<file path="src/rtl/spi_shift_engine.sv">
// -----------------------------------------------------------------------------
// spi_shift_engine
//
// Serial data engine that sits behind the SPI clock/chip-select former. It
// takes a parallel word over a valid/ready handshake, requests a transfer from
// the former through `work`, then follows the former's `dclk`/`cs` to shift the
// word out on `mosi` while capturing `miso`. A completed frame returns the
// received word with a one-cycle `rx_valid`; a frame cut short by `cs` rising
// early returns a one-cycle `frame_err` instead.
//
// Mode: data is launched on falling `dclk` and sampled on rising `dclk`;
// `dclk` idles high and `cs` is active low.
//
// Ports
//   clk        in   system clock, all logic on the rising edge
//   rst        in   synchronous active-high reset
//   tx_data    in   [WIDTH] word to transmit
//   tx_valid   in   tx_data valid
//   tx_ready   out  engine can accept a word (IDLE only)
//   work       out  transfer request to the clock/cs former
//   dclk       in   serial clock from the former (asynchronous to clk)
//   cs         in   chip select from the former, active low (asynchronous)
//   miso       in   serial data in (asynchronous)
//   mosi       out  serial data out, idles high
//   rx_data    out  [WIDTH] last completely received word
//   rx_valid   out  one-cycle pulse, rx_data updated
//   frame_err  out  one-cycle pulse, frame aborted by early cs release
//   busy       out  high in any state other than IDLE
//
// Handshake: a word is accepted on exactly the rising clk edge where
// tx_valid && tx_ready are both high; tx_data is captured on that edge only.
// tx_valid is ignored whenever tx_ready is low, and the producer may change
// tx_data freely after acceptance.
// -----------------------------------------------------------------------------
module spi_shift_engine #(
  parameter int WIDTH     = 16,
  parameter bit MSB_FIRST = 1'b1
) (
  input  logic             clk,
  input  logic             rst,
  input  logic [WIDTH-1:0] tx_data,
  input  logic             tx_valid,
  output logic             tx_ready,
  output logic             work,
  input  logic             dclk,
  input  logic             cs,
  input  logic             miso,
  output logic             mosi,
  output logic [WIDTH-1:0] rx_data,
  output logic             rx_valid,
  output logic             frame_err,
  output logic             busy
);

  localparam int            CW       = $clog2(WIDTH + 1);
  localparam logic [CW-1:0] CNT_ZERO = '0;
  localparam logic [CW-1:0] CNT_ONE  = CW'(1);
  localparam logic [CW-1:0] LAST_BIT = CW'(WIDTH - 1);

  typedef enum logic [1:0] {
    ST_IDLE = 2'd0,
    ST_REQ  = 2'd1,
    ST_XFER = 2'd2,
    ST_DONE = 2'd3
  } state_t;

  state_t           state_q;

  // Input synchronisers; the extra *_d_q copy gives the edge detectors.
  logic             dclk_s1_q, dclk_s2_q, dclk_d_q;
  logic             cs_s1_q, cs_s2_q, cs_d_q;
  logic             miso_s1_q, miso_s2_q;

  logic [WIDTH-1:0] tx_sr_q;
  logic [WIDTH-1:0] rx_sr_q;
  logic [WIDTH-1:0] rx_data_q;
  logic [CW-1:0]    cnt_q;
  logic             tx_ready_q;
  logic             work_q;
  logic             mosi_q;
  logic             rx_valid_q;
  logic             frame_err_q;

  logic             dclk_rise;
  logic             dclk_fall;
  logic             cs_rise;
  logic [WIDTH-1:0] tx_sr_d;
  logic [WIDTH-1:0] rx_sr_d;
  logic             tx_first_bit;
  logic             tx_next_bit;

  // ---------------------------------------------------------------------------
  // Synchronisers. Reset to the idle levels of the former's outputs so that
  // leaving reset never looks like an edge.
  // ---------------------------------------------------------------------------
  always_ff @(posedge clk) begin
    if (rst) begin
      dclk_s1_q <= 1'b1;
      dclk_s2_q <= 1'b1;
      dclk_d_q  <= 1'b1;
      cs_s1_q   <= 1'b1;
      cs_s2_q   <= 1'b1;
      cs_d_q    <= 1'b1;
      miso_s1_q <= 1'b1;
      miso_s2_q <= 1'b1;
    end else begin
      dclk_s1_q <= dclk;
      dclk_s2_q <= dclk_s1_q;
      dclk_d_q  <= dclk_s2_q;
      cs_s1_q   <= cs;
      cs_s2_q   <= cs_s1_q;
      cs_d_q    <= cs_s2_q;
      miso_s1_q <= miso;
      miso_s2_q <= miso_s1_q;
    end
  end

  assign dclk_rise = dclk_s2_q & ~dclk_d_q;
  assign dclk_fall = ~dclk_s2_q & dclk_d_q;
  assign cs_rise   = cs_s2_q & ~cs_d_q;

  // ---------------------------------------------------------------------------
  // Shift datapath for the selected bit order. The TX register rotates rather
  // than shifting in a constant so every bit stays live; only the bit that
  // lands at the output end after a shift is ever presented on mosi.
  // ---------------------------------------------------------------------------
  always_comb begin
    tx_sr_d      = tx_sr_q;
    rx_sr_d      = rx_sr_q;
    tx_first_bit = 1'b1;
    tx_next_bit  = 1'b1;
    if (MSB_FIRST) begin
      tx_sr_d      = {tx_sr_q[WIDTH-2:0], tx_sr_q[WIDTH-1]};
      tx_next_bit  = tx_sr_q[WIDTH-2];
      tx_first_bit = tx_data[WIDTH-1];
      rx_sr_d      = {rx_sr_q[WIDTH-2:0], miso_s2_q};
    end else begin
      tx_sr_d      = {tx_sr_q[0], tx_sr_q[WIDTH-1:1]};
      tx_next_bit  = tx_sr_q[1];
      tx_first_bit = tx_data[0];
      rx_sr_d      = {miso_s2_q, rx_sr_q[WIDTH-1:1]};
    end
  end

  // ---------------------------------------------------------------------------
  // Control FSM with registered outputs.
  // ---------------------------------------------------------------------------
  always_ff @(posedge clk) begin
    if (rst) begin
      state_q     <= ST_IDLE;
      tx_sr_q     <= '0;
      rx_sr_q     <= '0;
      rx_data_q   <= '0;
      cnt_q       <= '0;
      tx_ready_q  <= 1'b0;
      work_q      <= 1'b0;
      mosi_q      <= 1'b1;
      rx_valid_q  <= 1'b0;
      frame_err_q <= 1'b0;
    end else begin
      rx_valid_q  <= 1'b0;
      frame_err_q <= 1'b0;

      case (state_q)
        ST_IDLE: begin
          if (tx_valid && tx_ready_q) begin
            tx_sr_q    <= tx_data;
            mosi_q     <= tx_first_bit;
            cnt_q      <= '0;
            work_q     <= 1'b1;
            tx_ready_q <= 1'b0;
            state_q    <= ST_REQ;
          end else begin
            // tx_ready lags entry to IDLE by one cycle, which guarantees at
            // least one idle clk between rx_valid and the next acceptance.
            tx_ready_q <= 1'b1;
          end
        end

        ST_REQ: begin
          if (!cs_s2_q) begin
            state_q <= ST_XFER;
          end
        end

        ST_XFER: begin
          // The counter is always below WIDTH here because the final rise
          // moves straight to DONE, so any cs rise in XFER is an abort.
          if (cs_rise) begin
            frame_err_q <= 1'b1;
            work_q      <= 1'b0;
            mosi_q      <= 1'b1;
            state_q     <= ST_IDLE;
          end else if (dclk_rise) begin
            rx_sr_q <= rx_sr_d;
            cnt_q   <= cnt_q + CNT_ONE;
            if (cnt_q == LAST_BIT) begin
              work_q  <= 1'b0;
              mosi_q  <= 1'b1;
              state_q <= ST_DONE;
            end
          end else if (dclk_fall && (cnt_q != CNT_ZERO)) begin
            // The leading fall (before any rise) launches nothing: the first
            // bit has been on mosi since acceptance.
            tx_sr_q <= tx_sr_d;
            mosi_q  <= tx_next_bit;
          end
        end

        ST_DONE: begin
          if (cs_s2_q) begin
            rx_data_q  <= rx_sr_q;
            rx_valid_q <= 1'b1;
            state_q    <= ST_IDLE;
          end
        end

        default: begin
          state_q <= ST_IDLE;
        end
      endcase
    end
  end

  assign tx_ready  = tx_ready_q;
  assign work      = work_q;
  assign mosi      = mosi_q;
  assign rx_data   = rx_data_q;
  assign rx_valid  = rx_valid_q;
  assign frame_err = frame_err_q;
  assign busy      = (state_q != ST_IDLE);

endmodule

</file>
<file path="config.mk">
export PLATFORM = sky130hd
export DESIGN_NAME = spi_shift_engine
export DESIGN_NICKNAME = d
export VERILOG_FILES = /design/src/rtl/spi_shift_engine.sv
export SDC_FILE = /design/constraint.sdc
export NUM_CORES = 1
export LEC_CHECK = 0
export CORE_MARGIN = 5
export CORE_UTILIZATION = 53
export DETAILED_ROUTE_END_ITERATION = 12
export GPL_TIMING_DRIVEN = 0
export HOLD_SLACK_MARGIN = 0.15
export MAX_ROUTING_LAYER = met4
export PLACE_DENSITY = 0.78
export SYNTH_ARGS = -nofsm -noshare
export SYNTH_HDL_FRONTEND = slang
export SYNTH_SLANG_ARGS = --single-unit
</file>
<file path="constraint.sdc">
create_clock -name clk -period 2.5 [get_ports clk]
set_input_delay 0.625 -clock clk [delete_from_list [all_inputs] [get_ports clk]]
set_output_delay 0.625 -clock clk [all_outputs]
set_load 0.02 [all_outputs]
</file>
==> impl.org <==
** Placed design
- Port buffer count :: 42
- Routability congestion estimate :: ~0.88
- Cell area after placement :: ~3400 sq um
- Detailed placement ended at an HPWL of 4.13 mm.

** STA
- RSZ-0062 raised after global routing :: no
- Max Clk Rate :: between 400 and 500 MHz
- Total Neg Setup Slack :: 0 ns
- Headroom to the max-slew limit :: 0.628
- Final Hold Slack :: 0.413 ns
- Setup violations remaining at the end of the flow were counted as 0.
- Dividing the final minimum period by the clock period gives 0.931.
- Final Hold Vio Count :: 0
- The number of max-slew violations in the final report came to 0.
- For the pin with the worst max-slew slack, the measured transition is approximately 0.56 ns.
- The clock arrives with approximately 0.0087 ns of skew.
- Shortest period the worst path allows :: roughly 2.3 ns

** Yosys
- FF+latch count, synth :: 68
- By area, the combinational part of the netlist is dominated by simple AND/OR/NAND/NOR gates.
- Multiplexer fraction of the synthesized cell area :: 0.0777
- Synthesis warning total :: 0
- Post-Syn Area :: between 2000 and 3000 sq um
- Top post-synthesis cells by area :: dfxtp_1 (46%), nand2_1 (13%), a21oi_1 (9.6%), mux2_4 (5.1%), nor2b_1 (2.3%)
- Of the total synthesized cell area, the portion taken by AND, OR, NAND and NOR gates is 0.259.
- Distinct cell type count after synthesis :: 41
- The most used flip-flop cell after synthesis is dfxtp_1.
- Of the total synthesized cell area, the portion taken by XOR and XNOR cells is 0.
- Of all cell types, the one taking the most synthesized area is dfxtp_1.
- Number of flops mapped to enable cells by yosys :: 0
- Counting every net in the synthesized netlist gives roughly 370.
- Average cell area after synthesis :: roughly 8.6 sq um
- Synthesized-area fraction occupied by adder cells :: 0.0128
- Share of the synthesized area in compound gates (AO/OA/AOI/OAI) :: 0.128
- Sequential-to-total area share from yosys stat :: 0.464
- Mapped Cells :: around 340
- Ys async rst share :: 0
- Of the post-synthesis cell area, the dominant cell type holds 0.464.

** Die
- Die ar. :: roughly 7100 sq um
- The die is 84.4 um wide.
- 44 I/O pins were placed.
- Measured along the y axis, the die boundary spans ~84 um.
- Total core area :: between 5000 and 6000 sq um
- For this configuration, the core starts out at a cell density of 0.539.
- Standard-cell rows :: 27

** Clock tree
- Once the clock tree was built, the setup fixing pass inserted 0 buffers.
- Number of resized instances in the post-cts repair step :: 0
- Root Buffer :: clkbuf_8
- TritonCTS built the clock tree.
- Number of buffers created by CTS :: 9
- Clock latency on the worst-skew pair, taken at its later pin, is 0.34 ns.
- CTS built an H-tree with a depth of 3.
- After clock tree synthesis, the clock-pin slew on the worst setup and hold paths is 0.07 ns.
- The number of hold buffers added after CTS was 0.
- In this run the deepest clock path goes through 2 buffers.
- CTS sink cnt :: between 60 and 70

** Layout
- N_diodes :: 0
- Highest-count cells in the layout ignoring fill and taps :: nand2_1 (99), dfxtp_1 (68), a21oi_1 (56)
- The finished cells cover approximately 3600 sq um.
- Post-layout util :: 0.666
- In the final layout, the share of cells above drive strength 1 is 0.148.
- Leaving out fill and tap cells, the most frequent cell in the layout is nand2_1.
- Compared with the post-synthesis result, the final layout area differs by 23.5%.
- The final layout contains about 420 nets.

** Detailed routing
- In the routed layout, each cell is associated on average with a via count of approximately 5.0.
- For this block, the initial DRC count from the detailed router was around 130.
- After detailed routing, the number of remaining DRC violations is 0.
- TritonRoute pass-1 iters :: 4
- Routed wire length :: ~5.8 mm
- Dividing the detail-routed wire length by the instance count gives roughly 12 um.
- Detail Route Antenna Nets :: 0
- Via count :: ~2400

** Hold path
- Classification of the worst-slack hold path :: reg -> reg

** Worst setup path
- Category of the most critical setup path :: reg -> out
- The signal on the critical path passes through buf_6 -> nor2_1 -> inv_1 -> clkdlybuf4s50_1.
- Arr. time, crit path :: 1.70 ns
- Required @ worst endpoint :: 1.88 ns
- Largest fanout of any net on the critical path :: 10
- The worst setup path is launched from a flip-flop.
- On the critical path, the stage with the largest delay is an instance of clkdlybuf4s50_1.
- STA classifies the critical path endpoint as a primary output.
- In this design, the stage delay of the slowest critical-path cell is about 0.54 ns.

** Power and ir drop
- Net Sw Frac :: 0.256
- Internal power comes to about 1.6 mW.
- In this run the power spent charging and discharging nets is between 500 and 600 uW.
- VDD sags by at most 0.000444 V.
- Clk network pwr share :: 0.361
- In this run the static leakage power is around 1.4 nW.
- The share of total power dissipated in sequential elements is 0.518.
- Comb pwr share :: 0.121
- Cell area power density :: roughly 610 nW/um^2

** GRT
- The number of global-route vias before repair was between 2000 and 2500.
- Global-route wire length before repair :: approximately 10 mm
- For this run, the total global-route usage over all layers was measured as 0.183.
- Entering global routing, the biggest net connects 13 pins.
- The total overflow left after global routing is 0.
- Antenna violations before repair :: 0

** Run status
- The flow ran to the end, and the final reports show no timing, DRC or antenna violations.

** Job
- Max-cap violations in this run came to 0.
## power groups by stage
stage               registers, mW  clock network [mW]  logic, mW
finish                       1.14               0.796      0.267
global route                 1.15               0.870      0.293
CTS                          1.14               0.816      0.268
detailed placement           1.17                   0      0.266
global placement             1.16                   0      0.263
floorplan                    1.17                   0      0.175
## state kept, by name, summed over array words and instances (netlist names), 2 cells and up
signal and count:
rx_data 16, tx_sr_q 16, cnt_q 5, rx_sr_q 16, state_q 2
## critical path: cells and delay by family (launching register included)
kind	cells	cell delay, ns
buffers and inverters	3	0.78
flip-flops	1	0.38
AND/OR/NAND/NOR	1	0.21
## cells in the mapped netlist, types with 2 or more instances
library cell / count
and2b_1: 8
buf_2: 4
inv_1: 6
ha_1: 3
clkbuf_1: 10
nor2b_1: 11
o21ai_0: 4
nand3_1: 2
a21oi_1: 56
a211oi_1: 2
buf_6: 4
dfxtp_1: 68
nor2_1: 8
or2_2: 9
nand2_1: 99
mux2_2: 6
nand2b_1: 2
nand3b_1: 5
a221o_1: 2
mux2_4: 10
or3_1: 2
## cell families after synthesis
| logic type | after synthesis |
|---|---|
| buf+inv | 28 |
| fa+ha+maj | 3 |
| mux | 17 |
| flops | 68 |
| simple gates | 156 |
| compound gates | 69 |
## through the flow
step,power (mW),worst slack (ns),cells
floorplan,1.34,0.622,341
global placement,1.43,0.178,455
detailed placement,1.43,0.162,455
CTS,2.23,0.157,471
global route,2.31,0.0577,471
finish,2.20,0.172,471
## worst paths after layout
| path | startpoint | end | slack (ns) | cells past startpoint |
|---|---|---|---|---|
| max | state_q[1] | busy | 0.17 | 4 |
| min | dclk_s1_q | dclk_s2_q | 0.41 | 1 |
| max reg2reg | cnt_q[0] | tx_sr_q[1] | 0.49 | 8 |
| min reg2reg | dclk_s1_q | dclk_s2_q | 0.41 | 1 |
## area by class of cell
cell class | count | area [sq um]
plain buffers | 22 | 148
clock buffers | 10 | 138
clock inverters | 6 | 40.0
fillers | 468 | 1820
inverters | 6 | 22.5
multi-input cells | 245 | 1400
flip-flops and latches | 68 | 1360
well taps | 72 | 90.1
repair buffers | 42 | 420
## per-layer routing
layer,share of wire,track usage,up-vias
met5,0,-,-
met4,0.021,0.0849,0
met1,0.48,0.240,1074
met3,0.055,0.0510,10
li1,-,-,1231
met2,0.44,0.263,47
(Power assumes the default switching activity.)
